**src/rtl/rv_pkg.sv**
```systemverilog
// Shared constants for the fetch-stage predictor: datapath width, instruction size, 2-bit counter states.
// Latency: n/a (constants only).
// Backpressure: n/a.
package rv_pkg;

    localparam int XLEN        = 32;
    localparam int INSTR_BYTES = 4;

    // 2-bit saturating counter states; bit 1 set means "predict taken".
    localparam logic [1:0] SNT = 2'd0;   // strongly not-taken
    localparam logic [1:0] WNT = 2'd1;   // weakly not-taken
    localparam logic [1:0] WT  = 2'd2;   // weakly taken
    localparam logic [1:0] ST  = 2'd3;   // strongly taken

endpackage

```
**src/rtl/sat_counter2.sv**
```systemverilog
// Next-state logic of a 2-bit saturating branch counter (pure combinational function).
// Latency: combinational, no state.
// Backpressure: none.
//
// Ports:
//   state  - current counter value
//   taken  - resolved outcome; 1 moves toward ST, 0 toward SNT
//   next   - saturated next counter value
module sat_counter2
    import rv_pkg::*;
(
    input  logic [1:0] state,
    input  logic       taken,
    output logic [1:0] next
);

    always_comb begin
        next = state;
        if (taken) begin
            if (state != ST) next = state + 2'd1;
        end else begin
            if (state != SNT) next = state - 2'd1;
        end
    end

endmodule

```
**src/rtl/next_pc_predictor.sv**
```systemverilog
// Fetch next-PC generator: BHT + BTB prediction, EX misprediction redirect and front-end flush.
// Latency: pc_next/pc_hold/flush/prediction are combinational; table and counter updates land at the next clk edge.
// Backpressure: load_use_stall holds the PC register unless a misprediction redirect is pending in the same cycle.
//
// Ports:
//   clk, reset                 - clock, synchronous active-high reset
//   pc_cur, load_use_stall     - current fetch PC and hazard-unit freeze request
//   ex_*                       - resolution info of the instruction in EX (incl. prediction carried from fetch)
//   pc_next, pc_hold           - PC register D input and hold control (1 = hold)
//   if_pred_taken/_target      - prediction for pc_cur, travels down the pipe with the instruction
//   flush                      - clears IF/ID and ID/EX on a misprediction
//   branch_count, mispredict_count - free-running statistics since reset
module next_pc_predictor
    import rv_pkg::*;
#(
    parameter int          IDX_W        = 4,
    parameter logic [31:0] RESET_VECTOR = 32'h0000_0000
) (
    input  logic        clk,
    input  logic        reset,
    input  logic [31:0] pc_cur,
    input  logic        load_use_stall,
    input  logic        ex_valid,
    input  logic        ex_is_branch,
    input  logic        ex_is_jump,
    input  logic        ex_taken,
    input  logic [31:0] ex_pc,
    input  logic [31:0] ex_target,
    input  logic        ex_pred_taken,
    input  logic [31:0] ex_pred_target,
    output logic [31:0] pc_next,
    output logic        pc_hold,
    output logic        if_pred_taken,
    output logic [31:0] if_pred_target,
    output logic        flush,
    output logic [31:0] branch_count,
    output logic [31:0] mispredict_count
);

    localparam int          DEPTH = 1 << IDX_W;
    localparam int          TAG_W = XLEN - IDX_W - 2;
    localparam logic [31:0] STEP  = 32'(INSTR_BYTES);

    logic [1:0]       bht        [DEPTH];
    logic [DEPTH-1:0] btb_valid;
    logic [TAG_W-1:0] btb_tag    [DEPTH];
    logic [31:0]      btb_target [DEPTH];

    // Byte-offset bits never address the tables.
    logic unused_offset_bits;
    assign unused_offset_bits = ^{pc_cur[1:0], ex_pc[1:0]};

    logic [IDX_W-1:0] idx, ex_idx;
    logic [TAG_W-1:0] tag, ex_tag;
    assign idx    = pc_cur[IDX_W+1:2];
    assign tag    = pc_cur[31:IDX_W+2];
    assign ex_idx = ex_pc[IDX_W+1:2];
    assign ex_tag = ex_pc[31:IDX_W+2];

    // Lookup reads the pre-edge table contents, so a same-index update is visible one cycle later.
    logic hit;
    assign hit            = btb_valid[idx] && (btb_tag[idx] == tag);
    assign if_pred_taken  = hit && bht[idx][1];
    assign if_pred_target = if_pred_taken ? btb_target[idx] : pc_cur + STEP;

    logic resolve, actual, mispredict;
    assign resolve    = ex_valid && (ex_is_branch || ex_is_jump);
    assign actual     = ex_is_jump || ex_taken;
    assign mispredict = resolve &&
                        ((actual != ex_pred_taken) || (actual && (ex_target != ex_pred_target)));

    // Redirect wins over the load-use freeze: the stalled instruction is on the wrong path anyway.
    always_comb begin
        pc_next = if_pred_target;
        pc_hold = 1'b0;
        flush   = 1'b0;
        if (reset) begin
            pc_next = RESET_VECTOR;
        end else if (mispredict) begin
            pc_next = actual ? ex_target : ex_pc + STEP;
            flush   = 1'b1;
        end else if (load_use_stall) begin
            pc_next = pc_cur;
            pc_hold = 1'b1;
        end
    end

    logic [1:0] bht_upd;
    sat_counter2 u_sat (
        .state (bht[ex_idx]),
        .taken (ex_taken),
        .next  (bht_upd)
    );

    always_ff @(posedge clk) begin
        if (reset) begin
            for (int i = 0; i < DEPTH; i++) bht[i] <= WNT;
            btb_valid        <= '0;
            branch_count     <= '0;
            mispredict_count <= '0;
        end else begin
            if (resolve) begin
                bht[ex_idx]  <= ex_is_jump ? ST : bht_upd;
                branch_count <= branch_count + 32'd1;
                if (actual) btb_valid[ex_idx] <= 1'b1;
            end
            if (mispredict) mispredict_count <= mispredict_count + 32'd1;
        end
    end

    // Tag/target payload needs no reset: it is qualified by btb_valid.
    always_ff @(posedge clk) begin
        if (!reset && resolve && actual) begin
            btb_tag[ex_idx]    <= ex_tag;
            btb_target[ex_idx] <= ex_target;
        end
    end

endmodule

```
**config.mk**
```make
export PLATFORM = sky130hd
export DESIGN_NAME = next_pc_predictor
export DESIGN_NICKNAME = d
export VERILOG_FILES = /design/src/rtl/rv_pkg.sv /design/src/rtl/sat_counter2.sv /design/src/rtl/next_pc_predictor.sv
export SDC_FILE = /design/constraint.sdc
export NUM_CORES = 1
export LEC_CHECK = 0
export BUFFER_PORTS_ARGS = -buffer_cell sky130_fd_sc_hd__buf_4
export CAP_MARGIN = 30
export CORE_ASPECT_RATIO = 0.9
export CORE_MARGIN = 1
export CORE_UTILIZATION = 29
export DETAILED_ROUTE_END_ITERATION = 8
export SETUP_SLACK_MARGIN = 0.5
export SYNTH_ARGS = -nofsm -noshare
export SYNTH_HDL_FRONTEND = slang
export SYNTH_HIERARCHICAL = 1
export SYNTH_SLANG_ARGS = --single-unit
```
**constraint.sdc**
```tcl
create_clock -name clk -period 5.01 [get_ports clk]
set_input_delay 0.501 -clock clk [delete_from_list [all_inputs] [get_ports clk]]
set_output_delay 0.501 -clock clk [all_outputs]
set_load 0.02 [all_outputs]
```
==> summary.md <==
| Metric | Value |
|---|---|
| Outcome | complete, no violations |
| Last weighted congestion value of the routability-driven placer | 0.965 |
| Net switching power | 4.47 mW |
| Peak ir drop on the vdd network | ~0.00025 V |
| Launching element type of the critical path | register |
| Wire length reported by the detailed router | 148000 um |
| Area used by multi-input combinational logic | between 10000 and 15000 sq um |
| Insertion delay of the later-clocked pin in the worst-skew pair | between 0.7 and 0.8 ns |
| Via count | 27210 |
| Cell row count | between 100 and 150 |
| Clock root buffer | sky130_fd_sc_hd__clkbuf_16 |
| Net count after synthesis | 2782 |
| Worst Setup End Kind | primary output |
| Pre-antenna DRT Iters | 6 |
| TritonCTS clock tree | done |
| Clock Skews | 0.0296 ns |
| Fraction of power spent switching nets | 23.3% |
| Max-slew headroom | around a fifth |
| Top delay family on crit path | multiplexers |
| DRT antenna net count | 0 |
| Relative area change from synthesis to final layout | 21.0% |
| Worst hold-check slack | 0.110 ns |
| Final number of setup-violating endpoints | 0 |
| Design area | between 50000 and 60000 sq um |
| Ys async rst share | 0% |
| Commonest cells after routing, fill and taps aside | sky130_fd_sc_hd__edfxtp_1 (960), sky130_fd_sc_hd__buf_4 (367), sky130_fd_sc_hd__mux4_2 (251), sky130_fd_sc_hd__nor2_1 (143), sky130_fd_sc_hd__nand2_1 (125) |
| Register area | 30400 sq um |
| Core outline area | roughly 150000 sq um |
| Number of synthesized flops with an enable pin | 960 |
| Period minus WS final | 4.91 ns |
| Top_reg_cell synth | sky130_fd_sc_hd__edfxtp_1 |
| Mapped cell area | 44700 sq um |
| Worst-margin pin slew | about 1.2 ns |
| Ranking of synthesized cells by area | sky130_fd_sc_hd__edfxtp_1 (65%), sky130_fd_sc_hd__mux4_2 (13%), sky130_fd_sc_hd__dfxtp_1 (3.6%), sky130_fd_sc_hd__mux2i_1 (1.9%), sky130_fd_sc_hd__xor2_1 (1.8%) |
| Height of the die | 374 um |
| Delay of the slowest cell on the worst path | about 0.54 ns |
| Leakage component of the power | 18.1 nW |
| Post-layout net count | ~3100 |
| Initial Util | 29.2% |
| Clock sink total | 1040 |
| Overflow left after global routing | 0 |
| Areal power density over the cells | 354 nW/um^2 |
| Average routed wire per standard cell | slightly below 30 um |
| Area fraction of the dominant cell type after synthesis | 64.5% |
| Yosys warning total | 6 |
| Part of the power in the clock network | 41.7% |
| Worst setup slack after placement | 0.0661 ns |
| Number of ports placed on the die boundary | 267 |
| Global-route wire length before repair | 207000 um |
| Post-route setup slack | between 0.09 and 0.1 ns |
| Sum of negative setup slack | 0 ns |
| Number of global-route vias before repair | 26874 |
| Buf/Inv on CP | 4 |
| Combinational share of power | roughly 8.4% |
| Synthesized instance count | 2639 |
| Required time worst endpoint | 4.51 ns |
| Data arrival at the endpoint of the critical path | 4.41 ns |
| Slowest cell on the critical path | sky130_fd_sc_hd__mux4_2 |
| Type of the worst setup path | reg2out |
| Number of CTS-inserted buffers | 107 |
| Upper clock frequency limit | 204 MHz |
| Post-synthesis average cell area | 16.9 sq um |
| Global-route usage over all layers | 18.7% |
| Clock-pin slew on the worst setup and hold paths | roughly 0.07 ns |
| Instance area after placement | 49800 sq um |
| Number of violations reported at the end of detailed-routing iteration 0 | around 3000 |
| Worst hold path type | in2reg |
| Remaining DRCs | 0 |
| Fraction of final layout cells sized beyond drive strength 1 | 29.8% |
| Number of antenna violations at the first check in global routing | 12 |
| Unrepaired setup endpoints after global routing | yes |
| Final-layout fill cell count | 14324 |
| Final Total Pwr | 19.2 mW |
| Die Footprint | 156000 sq um |
| Total number of H-tree levels | 3 |
| Number of non-filler instances in the completed layout | 5092 |
| Period utilisation layout | a little over nine tenths |
| Fin util | a little over a third |
| Number of storage elements in the synthesis netlist | 1040 |
| Pin count of the biggest net entering global routing | 108 |
| Max-cap check violation count | 0 |
| Leading cell type in the layout, fill and taps excluded | sky130_fd_sc_hd__edfxtp_1 |
| # placed instances | 4870 |
| Pint | 14.7 mW |
| Number of buffers on the longest clock path | 3 |
| Vias/cell | between 5 and 6 |
| Seq pwr share | 49.9% |
| Max Slew Vio Count | 0 |
| Post-synthesis cell type count | between 80 and 90 |
| Final Hold Fails | 0 |
| Count of buffers from port buffering | 266 |
| Maximum net fanout on the critical path | 5 |
| CP cell instances | mux4_2 -> mux4_2 -> xnor2_4 -> o2111ai_1 -> or4_1 -> or3_4 -> buf_12 -> buf_12 -> buf_16 -> o211ai_1 -> o221ai_2 -> buf_4 |
| Die boundary width | 416 um |
| Sequential-to-total area share from yosys stat | 68.1% |
| Cell type with the highest aggregate area in the netlist | sky130_fd_sc_hd__edfxtp_1 |
| Final HPWL DP | roughly 96000 um |
[flip-flops by register name, summed over array words and instances (netlist names)]
| name | flops |
|---|---|
| bht | 32 |
| branch_count | 32 |
| btb_tag | 416 |
| btb_target | 512 |
| btb_valid | 16 |
| mispredict_count | 32 |
[path summary, 6_finish.rpt]
kind	from	to	slack, ns	cells past startpoint
worst min-delay path	ex_pc[31]	btb_tag[6][25]	0.11	1
worst min register to register	btb_valid[3]	btb_valid[3]	0.45	1
worst max register to register	bht[11][1]	bht[0][0]	2.33	6
worst max-delay path	btb_tag[3][12]	pc_next[1]	0.1	12
[layout make-up]
cell class / instances / area share [%]
repair buffers: 425 / 7.03
diodes: 5 / 0.0231
flip-flops and latches: 1040 / 56.3
inverters: 31 / 0.220
multi-input cells: 1398 / 25.4
well taps: 2001 / 4.63
clock buffers: 128 / 5.16
clock inverters: 64 / 1.27
[what timing repair did]
action                                  in CTS  in global routing
pin swaps                                   11                  9
buffers inserted                            14                  5
gates resized for setup                     70                 19
hold buffers                                 0                  0
gates cloned                                 5                  0
endpoints found under the setup margin      65                 65
[synthesized netlist by cell type, types with 16 or more instances]
cell type	instances
sky130_fd_sc_hd__nand2_1	130
sky130_fd_sc_hd__edfxtp_1	960
sky130_fd_sc_hd__buf_2	25
sky130_fd_sc_hd__a21oi_1	43
sky130_fd_sc_hd__o21ai_0	23
sky130_fd_sc_hd__clkbuf_1	103
sky130_fd_sc_hd__nor3_1	16
sky130_fd_sc_hd__nand3_1	90
sky130_fd_sc_hd__xor2_1	91
sky130_fd_sc_hd__nand4_1	40
sky130_fd_sc_hd__mux4_2	251
sky130_fd_sc_hd__nor4_1	34
sky130_fd_sc_hd__xnor2_1	63
sky130_fd_sc_hd__o211ai_1	26
sky130_fd_sc_hd__buf_1	18
sky130_fd_sc_hd__and4_1	21
sky130_fd_sc_hd__dfxtp_1	80
sky130_fd_sc_hd__a22oi_1	24
sky130_fd_sc_hd__inv_1	27
sky130_fd_sc_hd__nor2_1	168
sky130_fd_sc_hd__and3_1	56
sky130_fd_sc_hd__mux2i_1	84
sky130_fd_sc_hd__a21o_1	22
[cells by family after synthesis]
logic type,count (synthesis),synth area share [%]
muxes,358,15.2
buffers and inverters,201,2.19
xor gates and xnor gates,154,3.02
AOI/OAI and AO/OA,259,4.31
DFF,1040,68.1
adders and majority gates,9,0.246
and+or+nand+nor,618,6.93
[power groups by stage]
stage               logic, mW  registers [mW]  clock network, mW
CTS                      1.58            9.57               8.09
floorplan               0.792            9.75                  0
global placement         1.54            9.75                  0
finish                   1.61            9.57               7.99
detailed placement       1.55            9.75                  0
global route             1.67            9.57               8.40
[per-layer routing]
| layer | vias up | track usage (%) | routed length [um] |
|---|---|---|---|
| li1 | 11346 | - | - |
| met2 | 1305 | 31.4 | 73100 |
| met4 | 8 | 11.4 | 10000 |
| met5 | - | 0 | 48 |
| met3 | 372 | 2.96 | 10600 |
| met1 | 14179 | 22.6 | 54700 |
(Power assumes the default switching activity.)
